$ cat config.mk
export PLATFORM = sky130hd
export DESIGN_NAME = alu_seq_flat
export DESIGN_NICKNAME = d
export VERILOG_FILES = /design/src/rtl/alu_seq_if.sv /design/src/rtl/alu_seq.sv /design/src/flat_wrapper.sv
export SDC_FILE = /design/constraint.sdc
export NUM_CORES = 1
export LEC_CHECK = 0
export CAP_MARGIN = 20
export CORE_MARGIN = 3
export CORE_UTILIZATION = 55
export CTS_CLUSTER_DIAMETER = 50
export CTS_CLUSTER_SIZE = 25
export DETAILED_ROUTE_END_ITERATION = 12
export PLACE_DENSITY_LB_ADDON = 0.15
export SLEW_MARGIN = 20
export SYNTH_ARGS = -nofsm -noshare
export SYNTH_HDL_FRONTEND = slang
export SYNTH_SLANG_ARGS = --single-unit
export TNS_END_PERCENT = 50
$ cat constraint.sdc
create_clock -name clk -period 5.5 [get_ports clk]
set_input_delay 0.825 -clock clk [delete_from_list [all_inputs] [get_ports clk]]
set_output_delay 0.825 -clock clk [all_outputs]
set_load 0.01 [all_outputs]
$ cat src/rtl/alu_seq_if.sv
// alu_seq_if: handshake bundle between operand fetch, the sequential ALU and
// writeback.
//   in_valid/in_ready   : operand-side handshake (transfer when both high)
//   mode, a, b          : operation select and operands
//   out_valid/out_ready : result-side handshake (transfer when both high)
//   result, flag_z/c/v  : operation result and status flags
// The master modport is the side that drives operands and consumes results;
// the slave modport is the ALU itself.
interface alu_seq_if #(
   parameter int WIDTH = 32
);
   logic             in_valid;
   logic             in_ready;
   logic [3:0]       mode;
   logic [WIDTH-1:0] a;
   logic [WIDTH-1:0] b;
   logic             out_valid;
   logic             out_ready;
   logic [WIDTH-1:0] result;
   logic             flag_z;
   logic             flag_c;
   logic             flag_v;

   modport master (
      output in_valid, mode, a, b, out_ready,
      input  in_ready, out_valid, result, flag_z, flag_c, flag_v
   );

   modport slave (
      input  in_valid, mode, a, b, out_ready,
      output in_ready, out_valid, result, flag_z, flag_c, flag_v
   );
endinterface

$ cat src/rtl/alu_seq.sv
// alu_seq: handshaked ALU with single-cycle logic/arith/shift/compare ops and
// iterative (one bit per cycle) multiply and unsigned divide/remainder.
//   clk    : clock, all state updates on the rising edge
//   rst_n  : asynchronous active-low reset
//   bus    : alu_seq_if slave side (in_valid/in_ready/mode/a/b in,
//            out_valid/out_ready/result/flag_z/flag_c/flag_v out)
// Modes: 0 NOP, 1 ADD, 2 SUB, 3 AND, 4 OR, 5 XOR, 6 SLL, 7 SRL, 8 SRA,
// 9 SLT, 10 SLTU, 11 MUL, 12 MULHU, 13 DIVU, 14 REMU, 15 reserved (0).
module alu_seq #(
   parameter int WIDTH = 32,
   parameter int SHW   = $clog2(WIDTH)
) (
   input  logic     clk,
   input  logic     rst_n,
   alu_seq_if.slave bus
);

   typedef enum logic [1:0] {IDLE, BUSY, DONE} state_t;

   state_t             state;
   state_t             state_next;
   logic [3:0]         mode_q;
   logic [WIDTH-1:0]   a_q;
   logic [WIDTH-1:0]   b_q;
   logic [2*WIDTH-1:0] acc;
   logic [2*WIDTH-1:0] acc_step;
   logic [SHW-1:0]     cnt;
   logic               accept;
   logic               iter_in;
   logic               mul_q;
   logic [WIDTH:0]     mul_sum;
   logic [WIDTH:0]     div_shift;
   logic [WIDTH:0]     div_diff;
   logic [WIDTH:0]     add_full;
   logic [WIDTH:0]     sub_full;
   logic [SHW-1:0]     sh;
   logic [WIDTH-1:0]   res;
   logic               carry;
   logic               ovf;

   // The only combinational path through the unit: a waiting result that is
   // being taken this cycle frees the unit for a new op in the same cycle.
   assign bus.in_ready = (state == IDLE) || (state == DONE && bus.out_ready);
   assign accept       = bus.in_valid && bus.in_ready;
   assign iter_in      = (bus.mode >= 4'd11) && (bus.mode <= 4'd14);
   assign mul_q        = (mode_q == 4'd11) || (mode_q == 4'd12);
   assign sh           = b_q[SHW-1:0];
   assign bus.out_valid = (state == DONE);

   // State register.
   always_ff @(posedge clk or negedge rst_n) begin
      if (!rst_n) begin
         state <= IDLE;
      end else begin
         state <= state_next;
      end
   end

   // Next-state logic: iterative ops park in BUSY until the step counter has
   // run out, everything else goes straight to DONE. A result taken while a
   // new op is offered chains directly into that op.
   always_comb begin
      state_next = state;
      case (state)
         IDLE: begin
            if (accept) begin
               state_next = iter_in ? BUSY : DONE;
            end
         end
         BUSY: begin
            if (cnt == '0) begin
               state_next = DONE;
            end
         end
         DONE: begin
            if (bus.out_ready) begin
               if (bus.in_valid) begin
                  state_next = iter_in ? BUSY : DONE;
               end else begin
                  state_next = IDLE;
               end
            end
         end
         default: state_next = IDLE;
      endcase
   end

   // Operand capture and iterative engine. acc is shared: for multiply it is
   // {partial product, remaining multiplier bits}, for divide it is
   // {partial remainder, dividend bits shifting into quotient bits}.
   always_ff @(posedge clk or negedge rst_n) begin
      if (!rst_n) begin
         mode_q <= '0;
         a_q    <= '0;
         b_q    <= '0;
         acc    <= '0;
         cnt    <= '0;
      end else if (accept) begin
         mode_q <= bus.mode;
         a_q    <= bus.a;
         b_q    <= bus.b;
         acc    <= {{WIDTH{1'b0}}, bus.a};
         if (iter_in) begin
            cnt <= SHW'(WIDTH - 1);
         end
      end else if (state == BUSY) begin
         acc <= acc_step;
         if (cnt != '0) begin
            cnt <= cnt - SHW'(1);
         end
      end
   end

   // One radix-2 step. Multiply adds the multiplicand when the current low
   // bit is set and shifts the whole product right. Divide shifts the next
   // dividend bit into the remainder and restores on borrow; with b = 0 every
   // trial succeeds, so the quotient ends all ones and the remainder ends as a.
   always_comb begin
      mul_sum   = {1'b0, acc[2*WIDTH-1:WIDTH]} + (acc[0] ? {1'b0, b_q} : '0);
      div_shift = {acc[2*WIDTH-1:WIDTH], acc[WIDTH-1]};
      div_diff  = div_shift - {1'b0, b_q};
      acc_step  = acc;
      if (mul_q) begin
         acc_step = {mul_sum, acc[WIDTH-1:1]};
      end else if (!div_diff[WIDTH]) begin
         acc_step = {div_diff[WIDTH-1:0], acc[WIDTH-2:0], 1'b1};
      end else begin
         acc_step = {div_shift[WIDTH-1:0], acc[WIDTH-2:0], 1'b0};
      end
   end

   // Result and flag selection from the captured operands (single-cycle ops)
   // or from the finished engine state (iterative ops). SUB carry is the
   // inverted borrow, so it reads as "a >= b unsigned".
   always_comb begin
      add_full = {1'b0, a_q} + {1'b0, b_q};
      sub_full = {1'b0, a_q} - {1'b0, b_q};
      res      = '0;
      carry    = 1'b0;
      ovf      = 1'b0;
      case (mode_q)
         4'd1: begin
            res   = add_full[WIDTH-1:0];
            carry = add_full[WIDTH];
            ovf   = (a_q[WIDTH-1] == b_q[WIDTH-1]) && (res[WIDTH-1] != a_q[WIDTH-1]);
         end
         4'd2: begin
            res   = sub_full[WIDTH-1:0];
            carry = !sub_full[WIDTH];
            ovf   = (a_q[WIDTH-1] != b_q[WIDTH-1]) && (res[WIDTH-1] != a_q[WIDTH-1]);
         end
         4'd3:  res = a_q & b_q;
         4'd4:  res = a_q | b_q;
         4'd5:  res = a_q ^ b_q;
         4'd6:  res = a_q << sh;
         4'd7:  res = a_q >> sh;
         4'd8:  res = $signed(a_q) >>> sh;
         4'd9:  res = {{(WIDTH-1){1'b0}}, ($signed(a_q) < $signed(b_q))};
         4'd10: res = {{(WIDTH-1){1'b0}}, (a_q < b_q)};
         4'd11: res = acc[WIDTH-1:0];
         4'd12: res = acc[2*WIDTH-1:WIDTH];
         4'd13: res = acc[WIDTH-1:0];
         4'd14: res = acc[2*WIDTH-1:WIDTH];
         default: res = '0;
      endcase
   end

   // Outputs read as zero whenever no result is being presented; while held
   // in DONE nothing feeding res can change, so result and flags stay put.
   assign bus.result = (state == DONE) ? res : '0;
   assign bus.flag_z = (state == DONE) && (res == '0);
   assign bus.flag_c = (state == DONE) && carry;
   assign bus.flag_v = (state == DONE) && ovf;

endmodule

$ cat src/flat_wrapper.sv
// flat-port wrapper written by rule: the top's interface ports become plain ports
module alu_seq_flat 
#(
   parameter int WIDTH = 32,
   parameter int SHW   = $clog2(WIDTH)
)
  (clk, rst_n, bus_in_valid, bus_mode, bus_a, bus_b, bus_out_ready, bus_in_ready, bus_out_valid, bus_result, bus_flag_z, bus_flag_c, bus_flag_v);
  alu_seq_if #(.WIDTH(WIDTH)) bus_i ();
  input  logic clk;
  input  logic rst_n;
  input wire logic [$bits(bus_i.in_valid)-1:0] bus_in_valid;
  input wire logic [$bits(bus_i.mode)-1:0] bus_mode;
  input wire logic [$bits(bus_i.a)-1:0] bus_a;
  input wire logic [$bits(bus_i.b)-1:0] bus_b;
  input wire logic [$bits(bus_i.out_ready)-1:0] bus_out_ready;
  output wire logic [$bits(bus_i.in_ready)-1:0] bus_in_ready;
  output wire logic [$bits(bus_i.out_valid)-1:0] bus_out_valid;
  output wire logic [$bits(bus_i.result)-1:0] bus_result;
  output wire logic [$bits(bus_i.flag_z)-1:0] bus_flag_z;
  output wire logic [$bits(bus_i.flag_c)-1:0] bus_flag_c;
  output wire logic [$bits(bus_i.flag_v)-1:0] bus_flag_v;
  assign bus_i.in_valid = bus_in_valid;
  assign bus_i.mode = bus_mode;
  assign bus_i.a = bus_a;
  assign bus_i.b = bus_b;
  assign bus_i.out_ready = bus_out_ready;
  assign bus_in_ready = bus_i.in_ready;
  assign bus_out_valid = bus_i.out_valid;
  assign bus_result = bus_i.result;
  assign bus_flag_z = bus_i.flag_z;
  assign bus_flag_c = bus_i.flag_c;
  assign bus_flag_v = bus_i.flag_v;
  alu_seq #(.WIDTH(WIDTH), .SHW(SHW)) u_core (.clk(clk), .rst_n(rst_n), .bus(bus_i));
endmodule
==> run_results.csv <==
group,metric,value,unit
worst_setup_path,crit_required,4.68,ns
detailed_routing,route.detailed.drc,0,
floorplan,io_pins,109,
floorplan,initial_core_util,56.3,%
layout,layout.nets,2985,
synth,synth_top_cell_by_area,"dfrtp_1",
floorplan,core_area,35900,sq um
synth,netlist.area_leader.share,17.2,%
detailed_routing,postRouteAntennaNets,0,
synth,syn_nets,2847,
sta,tns,-0.0257,ns
synth,ys_warn_count,0,
cts,clock-root-buffer,"clkbuf_16",
synth,ys_ff_latch,139,
sta,final_max_slew_viol_count,0,
detailed_routing,dr_wl_met3,15800,um
cts,cts_tree,"built",
cts,insertion_delay,0.47,ns
sta,period_minus_slack,5.53,ns
sta,worst_pin_slew,1.14,ns
grt,grt_pass1_vias,22300,
synth,synth_area_per_cell,7.78,sq um
detailed_routing,routed_wirelength,98400,um
min_path,hold_class,"input port to async pin",
worst_setup_path,start_kind,"flop",
detailed_routing,met2_length,40100,um
placement,port_buffers,108,
cts,cts_buffers,17,
sta,relSlewSlack,23.8,%
layout,areaGrowthSynthToFinish,17.0,%
cts,clk_pin_slew,0.09,ns
grt,antenna_found_initial,4,
worst_setup_path,critPathMaxFanout,11,
detailed_routing,wl_per_cell,30.6,um
floorplan,die_width,198,um
sta,fmax,0.181,GHz
synth,ys.flop_type,"dfrtp_1",
worst_setup_path,arrival,4.70,ns
sta,post-route-period-util,100,%
cts,htreeDepth,4,
synth,syn_inst,2598,
outcome,status,"finished with violations",
job,maxCapViolations,0,
detailed_routing,met1_length,36300,um
cts,cts.sinks,139,
sta,setup_ws,-0.0257,ns
placement,gp_congestion,1.20,
synth,synth.area.top_cells,"dfrtp_1, ha_1, nand2_1",
synth,synth.most_common_cell,"nand2_1",
floorplan,die_h,198,um
synth,synth_common_cells,"nand2_1, nor2_1, a21oi_1",
detailed_routing,drt_iter0_drc,3807,
synth,yosys.cell_types.count,102,
grt,grt_start_max_net_pins,97,
floorplan,num_rows,69,
synth,synth-edff-count,0,
detailed_routing,drt-vias-per-instance,7.45,
cts,clockBufferDepth,2,
synth,synthArstFlopShare,100,%
grt,grt_remaining_overflow,0,
placement,hpwl,75300,um
detailed_routing,firstDrtPassIters,8,
sta,finalHoldViolCount,0,
detailed_routing,highest_layer,"met5",
outcome,failed_checks,"negative setup slack",
placement,dp_slack,0.0873,ns
synth,netlist_area,20200,sq um
layout,layout-drive-gt1-share,14.9,%
worst_setup_path,end_kind,"output port",
grt,grt_usage,49.3,%
sta,finalSetupViolCount,1,
detailed_routing,vias,23900,
synth,ys_seq_area_share,17.2,%
grt,grt_pass1_wl,145000,um
sta,finalClockSkew,0.0200,ns
worst_setup_path,critical_path_class,"flop to output port",
floorplan,dieArea,39100,sq um
registers in the layout, indices dropped and copies added (netlist names):
register and count:
u_core.b_q 32, u_core.cnt 5, u_core.acc 64, u_core.a_q 32, u_core.mode_q 4, u_core.state 2
cells by family (layout without fill, tap and decap cells):
family / after synthesis / after routing / synth area share (%)
multiplexers: 190 / 190 / 13.0
buffers and inverters: 303 / 454 / 6.37
adder cells (fa/ha/maj): 177 / 177 / 11.1
other: 0 / 2 / 0
flip-flops: 139 / 139 / 17.2
AO/OA/AOI/OAI: 885 / 885 / 29.8
XOR/XNOR: 67 / 67 / 3.00
AND/OR/NAND/NOR: 837 / 837 / 19.5
path summary, 6_finish.rpt:
| check | start | slack [ns] | endpoint | cells after the start |
|---|---|---|---|---|
| max in group asynchronous | rst_n | 4.18 | u_core.b_q[1]$_DFFE_PN0P_ | 2 |
| worst max register to register | u_core.b_q[0]$_DFFE_PN0P_ | 0.11 | u_core.acc[63]$_DFFE_PN0P_ | 16 |
| worst min register to register | u_core.cnt[0]$_DFFE_PN0P_ | 0.50 | u_core.cnt[0]$_DFFE_PN0P_ | 1 |
| min in group clk | u_core.cnt[0]$_DFFE_PN0P_ | 0.50 | u_core.cnt[0]$_DFFE_PN0P_ | 1 |
| worst min-delay path | rst_n | 0.27 | u_core.a_q[30]$_DFFE_PN0P_ | 1 |
| worst max-delay path | u_core.b_q[2]$_DFFE_PN0P_ | -0.03 | bus_flag_c | 15 |
through the flow:
stage / hold WS, ns / util (%) / instances / instance area, sq um
2_1_floorplan: 0.462 / - / 2598 / 20200
3_3_place_gp: 0.487 / 62.9 / 3168 / 22600
3_5_place_dp: 0.495 / 62.9 / 3168 / 22600
4_1_cts: 0.273 / 65.7 / 3209 / 23600
5_1_grt: 0.296 / 65.8 / 3210 / 23600
6_report: 0.273 / 65.8 / 3212 / 23600
layout by cell type (no fill, tap or decap), types with 105 or more instances in the layout:
cell             netlist  routed
ha_1                 173     162
inv_1                116     113
dfrtp_1              139     128
nand2_1              297     297
a21oi_1              179     176
buf_4                  5     179
clkdlybuf4s50_1        0     106
o21ai_0              160     159
mux2i_1              107     105
nor2_1               201     196
worst max-delay path, cell delays in order, from the launching register on:
cell,delay [ns]
dfrtp_2,0.42
buf_4,0.21
ha_1,0.29
a211oi_2,0.09
or4b_4,0.56
a211o_1,0.38
nand3_1,0.21
a31oi_1,0.20
nand2b_1,0.21
buf_4,0.15
a21boi_0,0.33
o21ai_0,0.14
a21oi_1,0.16
o21ai_0,0.08
a21oi_1,0.22
clkdlybuf4s50_1,0.56
metal layers:
metal / GRT usage [%] / vias up
met4: 23.4 / 4
met2: 70.8 / 2130
met1: 66.0 / 11300
met5: 0 / -
met3: 17.8 / 442
li1: - / 10000
final cells by class:
class                           instances  area (sq um)
Clock buffer                           17           425
Tap cell                              461           577
Sequential cell                       139          3490
Fill cell                            3019         12300
Inverter                              122           459
Multi-Input combinational cell       2156         15800
Clock inverter                         15           150
Antenna cell                            2          5.00
Timing Repair Buffer                  300          2710
what timing repair did:
action	in CTS	in global routing
cloned	2	0
pin swaps	13	0
endpoints found under the setup margin	5	6
endpoints found under the hold margin	0	0
setup buffers	7	1
resized for setup	72	11
hold buffers	0	0
Power is left out: the tool's default activity adds up to more than one toggle a clock period on the data nets, which glitch-free logic cannot reach.
